<file path="config.mk">
export PLATFORM = sky130hd
export DESIGN_NAME = select_arbiter
export DESIGN_NICKNAME = d
export VERILOG_FILES = /design/src/rtl/select_arbiter.sv
export SDC_FILE = /design/constraint.sdc
export NUM_CORES = 1
export LEC_CHECK = 0
export CORE_AREA = 2 2 39 41
export CTS_BUF_LIST = sky130_fd_sc_hd__clkbuf_8
export CTS_CLUSTER_SIZE = 8
export DETAILED_ROUTE_END_ITERATION = 16
export DIE_AREA = 0 0 41 43
export MAX_ROUTING_LAYER = met4
export PLACE_DENSITY = 0.79
export SLEW_MARGIN = 20
export SYNTH_ARGS = -nofsm -noshare
export SYNTH_HDL_FRONTEND = slang
export SYNTH_SLANG_ARGS = --single-unit
</file>
<file path="constraint.sdc">
create_clock -name clk -period 3.5 [get_ports clk]
set_clock_uncertainty 0.1 [all_clocks]
set_input_delay 0.35 -clock clk [delete_from_list [all_inputs] [get_ports clk]]
set_output_delay 0.35 -clock clk [all_outputs]
set_load 0.02 [all_outputs]
</file>
<file path="src/rtl/select_arbiter.sv">
// Round-robin arbiter producing a registered one-hot select for the shared output mux.
// A grant is held for a whole transfer, then followed by one forced-idle gap cycle.
module select_arbiter #(
  parameter int unsigned INPUTS        = 4,
  parameter int unsigned HOLD_LIMIT    = 0,
  parameter int unsigned COUNTER_WIDTH = 16,
  localparam int unsigned IdxW         = (INPUTS > 1) ? $clog2(INPUTS) : 1
) (
  input  logic              clk,
  input  logic              rst_n,
  input  logic [INPUTS-1:0] request,
  input  logic              transferDone,
  output logic [INPUTS-1:0] grant,
  output logic              grantValid,
  output logic [IdxW-1:0]   grantIndex,
  output logic              timeout
);

  typedef enum logic [1:0] {StIdle, StGrant, StGap} state_e;

  localparam logic [COUNTER_WIDTH-1:0] HoldLast = COUNTER_WIDTH'(HOLD_LIMIT - 1);

  state_e                   state_q, state_d;
  logic [INPUTS-1:0]        grant_q, grant_d;
  logic                     valid_q;
  logic [IdxW-1:0]          idx_q, idx_d;
  logic [IdxW-1:0]          ptr_q, ptr_d;
  logic [COUNTER_WIDTH-1:0] cnt_q, cnt_d;
  logic                     timeout_q, timeout_d;

  logic                     win_found;
  logic [IdxW-1:0]          win_idx;
  logic [IdxW-1:0]          cand_idx;
  int unsigned              cand;
  logic                     hold_hit;
  logic                     release_grant;

  // Search upward from the pointer, wrapping at INPUTS-1; the first hit wins.
  always_comb begin
    win_found = 1'b0;
    win_idx   = '0;
    cand      = 0;
    cand_idx  = '0;
    for (int unsigned k = 0; k < INPUTS; k++) begin
      cand = 32'(ptr_q) + k;
      if (cand >= INPUTS) begin
        cand = cand - INPUTS;
      end
      cand_idx = cand[IdxW-1:0];
      if (!win_found && request[cand_idx]) begin
        win_found = 1'b1;
        win_idx   = cand_idx;
      end
    end
  end

  assign hold_hit      = (HOLD_LIMIT != 0) && (cnt_q == HoldLast);
  assign release_grant = !request[idx_q] || transferDone || hold_hit;

  always_comb begin
    state_d   = state_q;
    grant_d   = grant_q;
    idx_d     = idx_q;
    ptr_d     = ptr_q;
    cnt_d     = cnt_q;
    timeout_d = 1'b0;
    unique case (state_q)
      StIdle: begin
        grant_d = '0;
        if (win_found) begin
          grant_d[win_idx] = 1'b1;
          idx_d            = win_idx;
          cnt_d            = '0;
          state_d          = StGrant;
          if (32'(win_idx) == INPUTS - 1) begin
            ptr_d = '0;
          end else begin
            ptr_d = win_idx + 1'b1;
          end
        end
      end
      StGrant: begin
        if (release_grant) begin
          grant_d   = '0;
          state_d   = StGap;
          // Only a pure hold-limit release counts as a timeout.
          timeout_d = hold_hit && request[idx_q] && !transferDone;
        end else if (cnt_q != '1) begin
          cnt_d = cnt_q + 1'b1;
        end
      end
      StGap: begin
        grant_d = '0;
        state_d = StIdle;
      end
      default: begin
        grant_d = '0;
        state_d = StIdle;
      end
    endcase
  end

  always_ff @(posedge clk or negedge rst_n) begin
    if (!rst_n) begin
      state_q   <= StIdle;
      grant_q   <= '0;
      valid_q   <= 1'b0;
      idx_q     <= '0;
      ptr_q     <= '0;
      cnt_q     <= '0;
      timeout_q <= 1'b0;
    end else begin
      state_q   <= state_d;
      grant_q   <= grant_d;
      valid_q   <= |grant_d;
      idx_q     <= idx_d;
      ptr_q     <= ptr_d;
      cnt_q     <= cnt_d;
      timeout_q <= timeout_d;
    end
  end

  assign grant      = grant_q;
  assign grantValid = valid_q;
  assign grantIndex = idx_q;
  assign timeout    = timeout_q;

endmodule

</file>
# --- After elaboration in Yosys (flattened, before gate mapping) ---
# Cells that the tools add are included.
totals:
  reg_bits: 11
  word_cells: 72
op_classes:
  addsub: 8
  magnitude_cmp: 11
  eq_ne: 4
  n_mux: 31
  reduce_logical: 13
ops:
  columns: ["op", "n"]
  rows:
  - ["2-to-1 mux 2 bit", 11]
  - ["less-than comparator 2 x 3 -> 1 bit, second input constant", 6]
  - ["binary-select mux 1 bit (select 2 bit)", 5]
  - ["2-to-1 mux 1 bit", 10]
  - [">= comparator 3 bit, second input constant", 3]
  - ["2-to-1 mux 4 bit", 2]
  - ["one-hot mux 4 bit (2 select lines)", 1]
  - ["subtractor 2 x 1 -> 2 bit, second input constant", 4]
  - ["adder 2 x 2 -> 3 bit, second input constant", 2]
  - ["logical AND 1 bit", 4]
  - ["zero test 1 bit", 4]
  - ["!= test 2 bit, second input constant", 2]
  - ["one-hot mux 2 bit (2 select lines)", 1]
  - ["AND reduction 2 bit", 2]
  - ["OR reduction 4 bit", 1]
  - ["adder 2 x 1 -> 3 bit, second input constant", 1]
  - [">= comparator 2 x 3 -> 1 bit, second input constant", 1]
  - ["adder 2 x 1 -> 2 bit, second input constant", 1]
  - ["demux 1 bit (select 2 bit)", 1]
  - ["== test 2 x 1 -> 1 bit, second input constant", 1]
  - ["== test 2 bit, second input constant", 1]
  - [">= comparator 2 x 1 -> 1 bit, second input constant", 1]
  - ["zero test 2 bit", 1]
  - ["logical OR 1 bit", 1]

# --- Longest topological paths before layout ---
depth:
  depth_word: 21
  ltp_mapped: 6

# --- Worst setup path before layout ---
# OpenSTA, ideal clock, no wires.
synth_timing:
  kind: "input to register"
  start: "in request[0]"
  end: "reg valid_q (netlist: grantValid)"
  setup_time_ns: 0.125
  arrival_ns: 1.711
  t_required_ns: 3.275
  slack_ns: 1.564
  path_stages: 6
  cell_sequence: "or4_4 o21a_1 and3_1 ha_1 nor4_1 o2bb2ai_1"
synth_via:
  elab_chain_len: 19
synth_rtl:
  columns: ["item", "line_no", "text"]
  rows:
  - ["start, declared", "11", "input logic [INPUTS-1:0] request,"]
  - ["binary-select mux 1 bit (select 2 bit)", "50", "if (!win_found && request[cand_idx]) begin"]
  - ["2-to-1 mux 1 bit (not written as such)", "50", null]
  - ["2-to-1 mux 1 bit", "50", null]
  - ["zero test 1 bit", "50", null]
  - ["logical AND 1 bit", "50", null]
  - ["2-to-1 mux 1 bit", "50", null]
  - ["zero test 1 bit", "50", null]
  - ["logical AND 1 bit", "50", null]
  - ["[... 4 more ...]", null, null]
  - ["via win_idx[0]", "32", "logic [IdxW-1:0] win_idx;"]
  - ["less-than comparator 2 x 3 -> 1 bit (not written as such) or >= comparator 2 x 1 -> 1 bit (tied branches)", "71", "grant_d[win_idx] = 1'b1;"]
  - ["logical AND 1 bit (not written as such)", "71", null]
  - ["2-to-1 mux 1 bit (not written as such)", "71", null]
  - ["demux 1 bit (select 2 bit) *", "71", null]
  - ["2-to-1 mux 4 bit *", "70", "if (win_found) begin"]
  - ["one-hot mux 4 bit (2 select lines) *", "67", "unique case (state_q)"]
  - ["OR reduction 4 bit *", "115", "valid_q <= |grant_d;"]
  - ["end signal, assigned", "115", null]
  - ["end, declared", "25", "logic valid_q;"]
# Mark *: on every way through the listed nets, which the timed path passes. The rest lies on a longest branch. The select of a mux whose other input is x is not followed.
# A chain may end at the register's enable or synchronous reset.

# --- Worst setup path after layout ---
layout_timing:
  start: "in request[1]"
  end: "reg valid_q (netlist: grantValid)"
# The elaborated chain is that of the path after synthesis.

==> impl.org <==
** Routing
- Remaining design rule violation count :: 0
- The pre-antenna-repair detailed-routing pass consisted of 4 iterations.
- Using the TritonRoute via totals, the vias-per-cell ratio works out to 5.92.
- Summing over every cut layer, the via total after detailed routing is 551.
- Number of violations reported at the end of detailed-routing iteration 0 :: 17
- Wirelength, routed :: 1400 microns
- In the final routed layout, each cell accounts on average for 15.0 microns.
- The detail route stage leaves a number of antenna-violating nets equal to 0.

** Worst setup path
- Worst Setup End Kind :: flip-flop
- Data on the critical path is required at its endpoint by 3.52 ns.
- Register-to-register setup slack :: 1.52 ns
- Type of the worst setup path :: in2reg
- Data arrival time at the worst-slack endpoint :: 2.33 ns
- Of all nets on the critical path, the largest fanout is 6.
- Startpoint types :: input port

** Final layout
- Fillers :: 114
- For this run, the post-layout net count is 89.
- In the final layout, the share of cells above drive strength 1 is 10.4%.
- Area growth from synthesis to layout :: 28.5%
- Final design area excluding fillers :: 847 sq um
- Diode insertion count for antenna repair :: 0

** STA
- The number of max-slew violations in the final report is 0.
- Tcrit/Tclk final :: 65.9%
- Setup violations remaining at the end of the flow were counted as 0.
- Shortest clock period the worst path allows after layout :: 2.31 ns
- Hold timing on the final database bottoms out at a slack of 0.336 ns.
- Based on the critical path, the design can be clocked at up to 0.433 GHz.
- Final Hold Viols :: 0
- Final TNS setup :: 0 ns
- Setup repair after global routing left no endpoint under its margin.

** Floorplan
- During I/O placement, the number of pins put on the boundary was 15.
- Area of the die :: 1760 sq um
- Die height :: 43 microns
- The floorplan step set the die width to 41 microns.
- Initial Util :: 47.6%
- The total area inside the core boundary comes to 1380 sq um.
- The initialized floorplan defines 14 standard-cell rows.

** Power
- In this run the power density over the cells is 870 nW/um^2.
- Portion of total power attributed to sequential cells :: 32.4%
- P_sw :: 0.291 mW
- Comb power frac :: 50.3%
- Overall Power :: 0.737 mW
- In this run the static leakage power is 0.363 nW.
- Net switching is 39.4% of the power.
- IR analysis of the VDD net gives a maximum drop of 0.425 mV.
- Int Power :: 0.446 mW
- Power share of the clock group :: 17.3%

** Run status
- The flow ran to the end, and the final reports show no timing, DRC or antenna violations.

** Yosys
- Synthesis instantiated 36 different standard cells from the library.
- After synthesis, the share of flip-flops with an asynchronous set or reset is 100%.
- Synthesis handed over a netlist of 61 instances.
- In the synthesized netlist the dominant register cell turns out to be sky130_fd_sc_hd__dfrtp_1.
- Net count after synthesis :: 72
- Of the synthesized area, sequential elements account for 41.7%.
- Yosys warning total :: 0
- Number of flops mapped to enable cells by yosys :: 0
- Mean instance size in the synthesized netlist :: 10.8 sq um
- Flop and latch count out of synthesis :: 11
- Post-Synthesis Cell Area :: 659 sq um

** Clocking
- TritonCTS created 3 clock buffers.
- TritonCTS built the clock tree.
- Clock-pin slew was measured on the worst setup and hold paths at 0.05 ns.
- Once the clock tree was built, the setup fixing pass inserted 0 buffers.
- Maximum number of buffers from clock root to sink :: 2
- For this design, the CTS-stage hold fixing added 0 buffers.
- Library cell used as clock root buffer :: sky130_fd_sc_hd__clkbuf_8
- Number of H-tree branching levels :: 1
- Clk sinks :: 11
- The number of gates resized after CTS was 0.
- Clock latency reported for the late side of the worst-skew pair :: 0.24 ns

** Place
- The congestion estimate from routability-driven global placement came to 0.921.
- Dpl cell area :: 802 sq um
- Input and output buffers added on the ports amount to 13.
- DP HPWL :: 1030 microns

** Global routing
- Via count of the first global-routing pass :: 532
- Maximum number of pins on one net before global-route repair :: 12
- The initial antenna violation count was 0.
- Global routing finished with a remaining overflow of 0.
- In the global route stage, overall resource usage came out at 21.2%.
- Global-route wire length before repair :: 2360 microns

** Hold path
- Worst min-delay path class :: in2async

** Run
- Max-cap violations in this run came to 0.
## cell families (layout without fill, tap and decap cells)
kind of cell / count (synthesis) / count (layout) / share of synthesized area, %
simple gates: 23 / 23 / 23.3
fa+ha+maj: 4 / 4 / 7.59
flops: 11 / 11 / 41.7
compound gates: 17 / 17 / 19.4
buf+inv: 3 / 19 / 2.28
mux: 2 / 2 / 5.12
other cells: 1 / 1 / 0.569
## flip-flops by register name, indices dropped and copies added, names as in the netlist
name	cells
state_q	2
grantIndex	2
ptr_q	2
grantValid	1
grant	4
## layout make-up
class / instances / area [sq um] / share of cell area [%]
Clock inverter: 1 / 3.75 / 0.443
Timing Repair Buffer: 13 / 130 / 15.4
Inverter: 2 / 7.51 / 0.886
Multi-Input combinational cell: 47 / 369 / 43.6
Clock buffer: 3 / 41.3 / 4.87
Tap cell: 16 / 20.0 / 2.36
Sequential cell: 11 / 275 / 32.5
## Yosys cell counts (2+ instances only)
master                    count  area [sq um]
sky130_fd_sc_hd__o21ai_0      3          15.0
sky130_fd_sc_hd__nand3_1      2          10.0
sky130_fd_sc_hd__inv_1        2          7.51
sky130_fd_sc_hd__nor4_1       2          12.5
sky130_fd_sc_hd__nor3b_1      2          15.0
sky130_fd_sc_hd__dfrtp_1     11           275
sky130_fd_sc_hd__a22o_1       4          35.0
sky130_fd_sc_hd__ha_1         4          50.1
sky130_fd_sc_hd__nor2_1       3          11.3
sky130_fd_sc_hd__o31ai_1      2          15.0
## power by group through the flow
stage          registers, mW  logic (mW)  clock network (mW)
6_report               0.239       0.371               0.127
5_1_grt                0.246       0.405               0.134
4_1_cts                0.238       0.372               0.128
3_5_place_dp           0.239       0.367                   0
3_3_place_gp           0.239       0.362                   0
2_1_floorplan          0.270       0.206                   0
## worst max-delay path, stage by stage
cell and delay [ns]:
sky130_fd_sc_hd__clkdlybuf4s50_1 0.50, sky130_fd_sc_hd__or4_4 0.58, sky130_fd_sc_hd__o21a_1 0.13, sky130_fd_sc_hd__and3_1 0.20, sky130_fd_sc_hd__ha_1 0.21, sky130_fd_sc_hd__nor4_1 0.27
sky130_fd_sc_hd__o2bb2ai_1 0.09
## per-stage QoR
stage | setup WS [ns] | instances | util (%)
3_5_place_dp | 0.968 | 89 | 58.0
6_report | 1.19 | 93 | 61.2
5_1_grt | 1.07 | 93 | 61.2
4_1_cts | 1.21 | 93 | 61.2
2_1_floorplan | 1.56 | 61 | -
3_3_place_gp | 1.01 | 89 | 58.0
## cells in the final DEF (no fill, tap or decap)
master,synthesis,routed
sky130_fd_sc_hd__dfrtp_1,11,11
sky130_fd_sc_hd__inv_1,2,3
sky130_fd_sc_hd__or2_2,1,1
sky130_fd_sc_hd__nand3b_1,1,1
sky130_fd_sc_hd__or2_1,1,1
sky130_fd_sc_hd__mux2_2,1,1
sky130_fd_sc_hd__or2b_1,1,1
sky130_fd_sc_hd__or4_1,1,1
sky130_fd_sc_hd__a21oi_1,1,1
sky130_fd_sc_hd__or3_1,1,1
sky130_fd_sc_hd__nor2_1,3,3
sky130_fd_sc_hd__nor3b_1,2,2
sky130_fd_sc_hd__and4bb_4,1,1
sky130_fd_sc_hd__nand2_1,1,1
sky130_fd_sc_hd__mux4_2,1,1
sky130_fd_sc_hd__or4_4,1,1
sky130_fd_sc_hd__and3_1,1,1
sky130_fd_sc_hd__o21a_1,1,1
sky130_fd_sc_hd__o2bb2ai_1,1,1
sky130_fd_sc_hd__nor2b_1,1,1
sky130_fd_sc_hd__nor4_1,2,2
sky130_fd_sc_hd__nand3_1,2,2
sky130_fd_sc_hd__nand4b_1,1,1
sky130_fd_sc_hd__nor3_1,1,1
sky130_fd_sc_hd__o211ai_1,1,1
sky130_fd_sc_hd__a21o_1,1,1
sky130_fd_sc_hd__a21boi_0,1,1
sky130_fd_sc_hd__a22o_1,4,4
sky130_fd_sc_hd__clkdlybuf4s50_1,0,13
sky130_fd_sc_hd__o31ai_1,2,2
sky130_fd_sc_hd__o32a_1,1,1
sky130_fd_sc_hd__ha_1,4,4
sky130_fd_sc_hd__o21ai_0,3,3
sky130_fd_sc_hd__o41ai_1,1,1
sky130_fd_sc_hd__nand2b_1,1,1
sky130_fd_sc_hd__clkbuf_8,0,3
sky130_fd_sc_hd__conb_1,1,1
## path summary, 6_finish.rpt
kind                             from            end  cells past startpoint
max                        request[1]     grantValid                      7
min reg2reg                state_q[1]     state_q[1]                      1
min in group clk           state_q[1]     state_q[1]                      1
max reg2reg                  ptr_q[1]     grantValid                      6
min                             rst_n  grantIndex[0]                      1
max in group asynchronous       rst_n       grant[2]                      1
## per-layer routing
layer | global-route usage (%) | routed length (microns) | share of wire (%) | vias up
met4 | 10.0 | 24 | 1.7 | 0
li1 | - | - | - | 269
met3 | 7.85 | 48 | 3.4 | 3
met2 | 27.2 | 662 | 47 | 8
met5 | - | 0 | 0 | -
met1 | 29.2 | 661 | 47 | 271
Note: power is estimated with default switching activity, not from simulation.
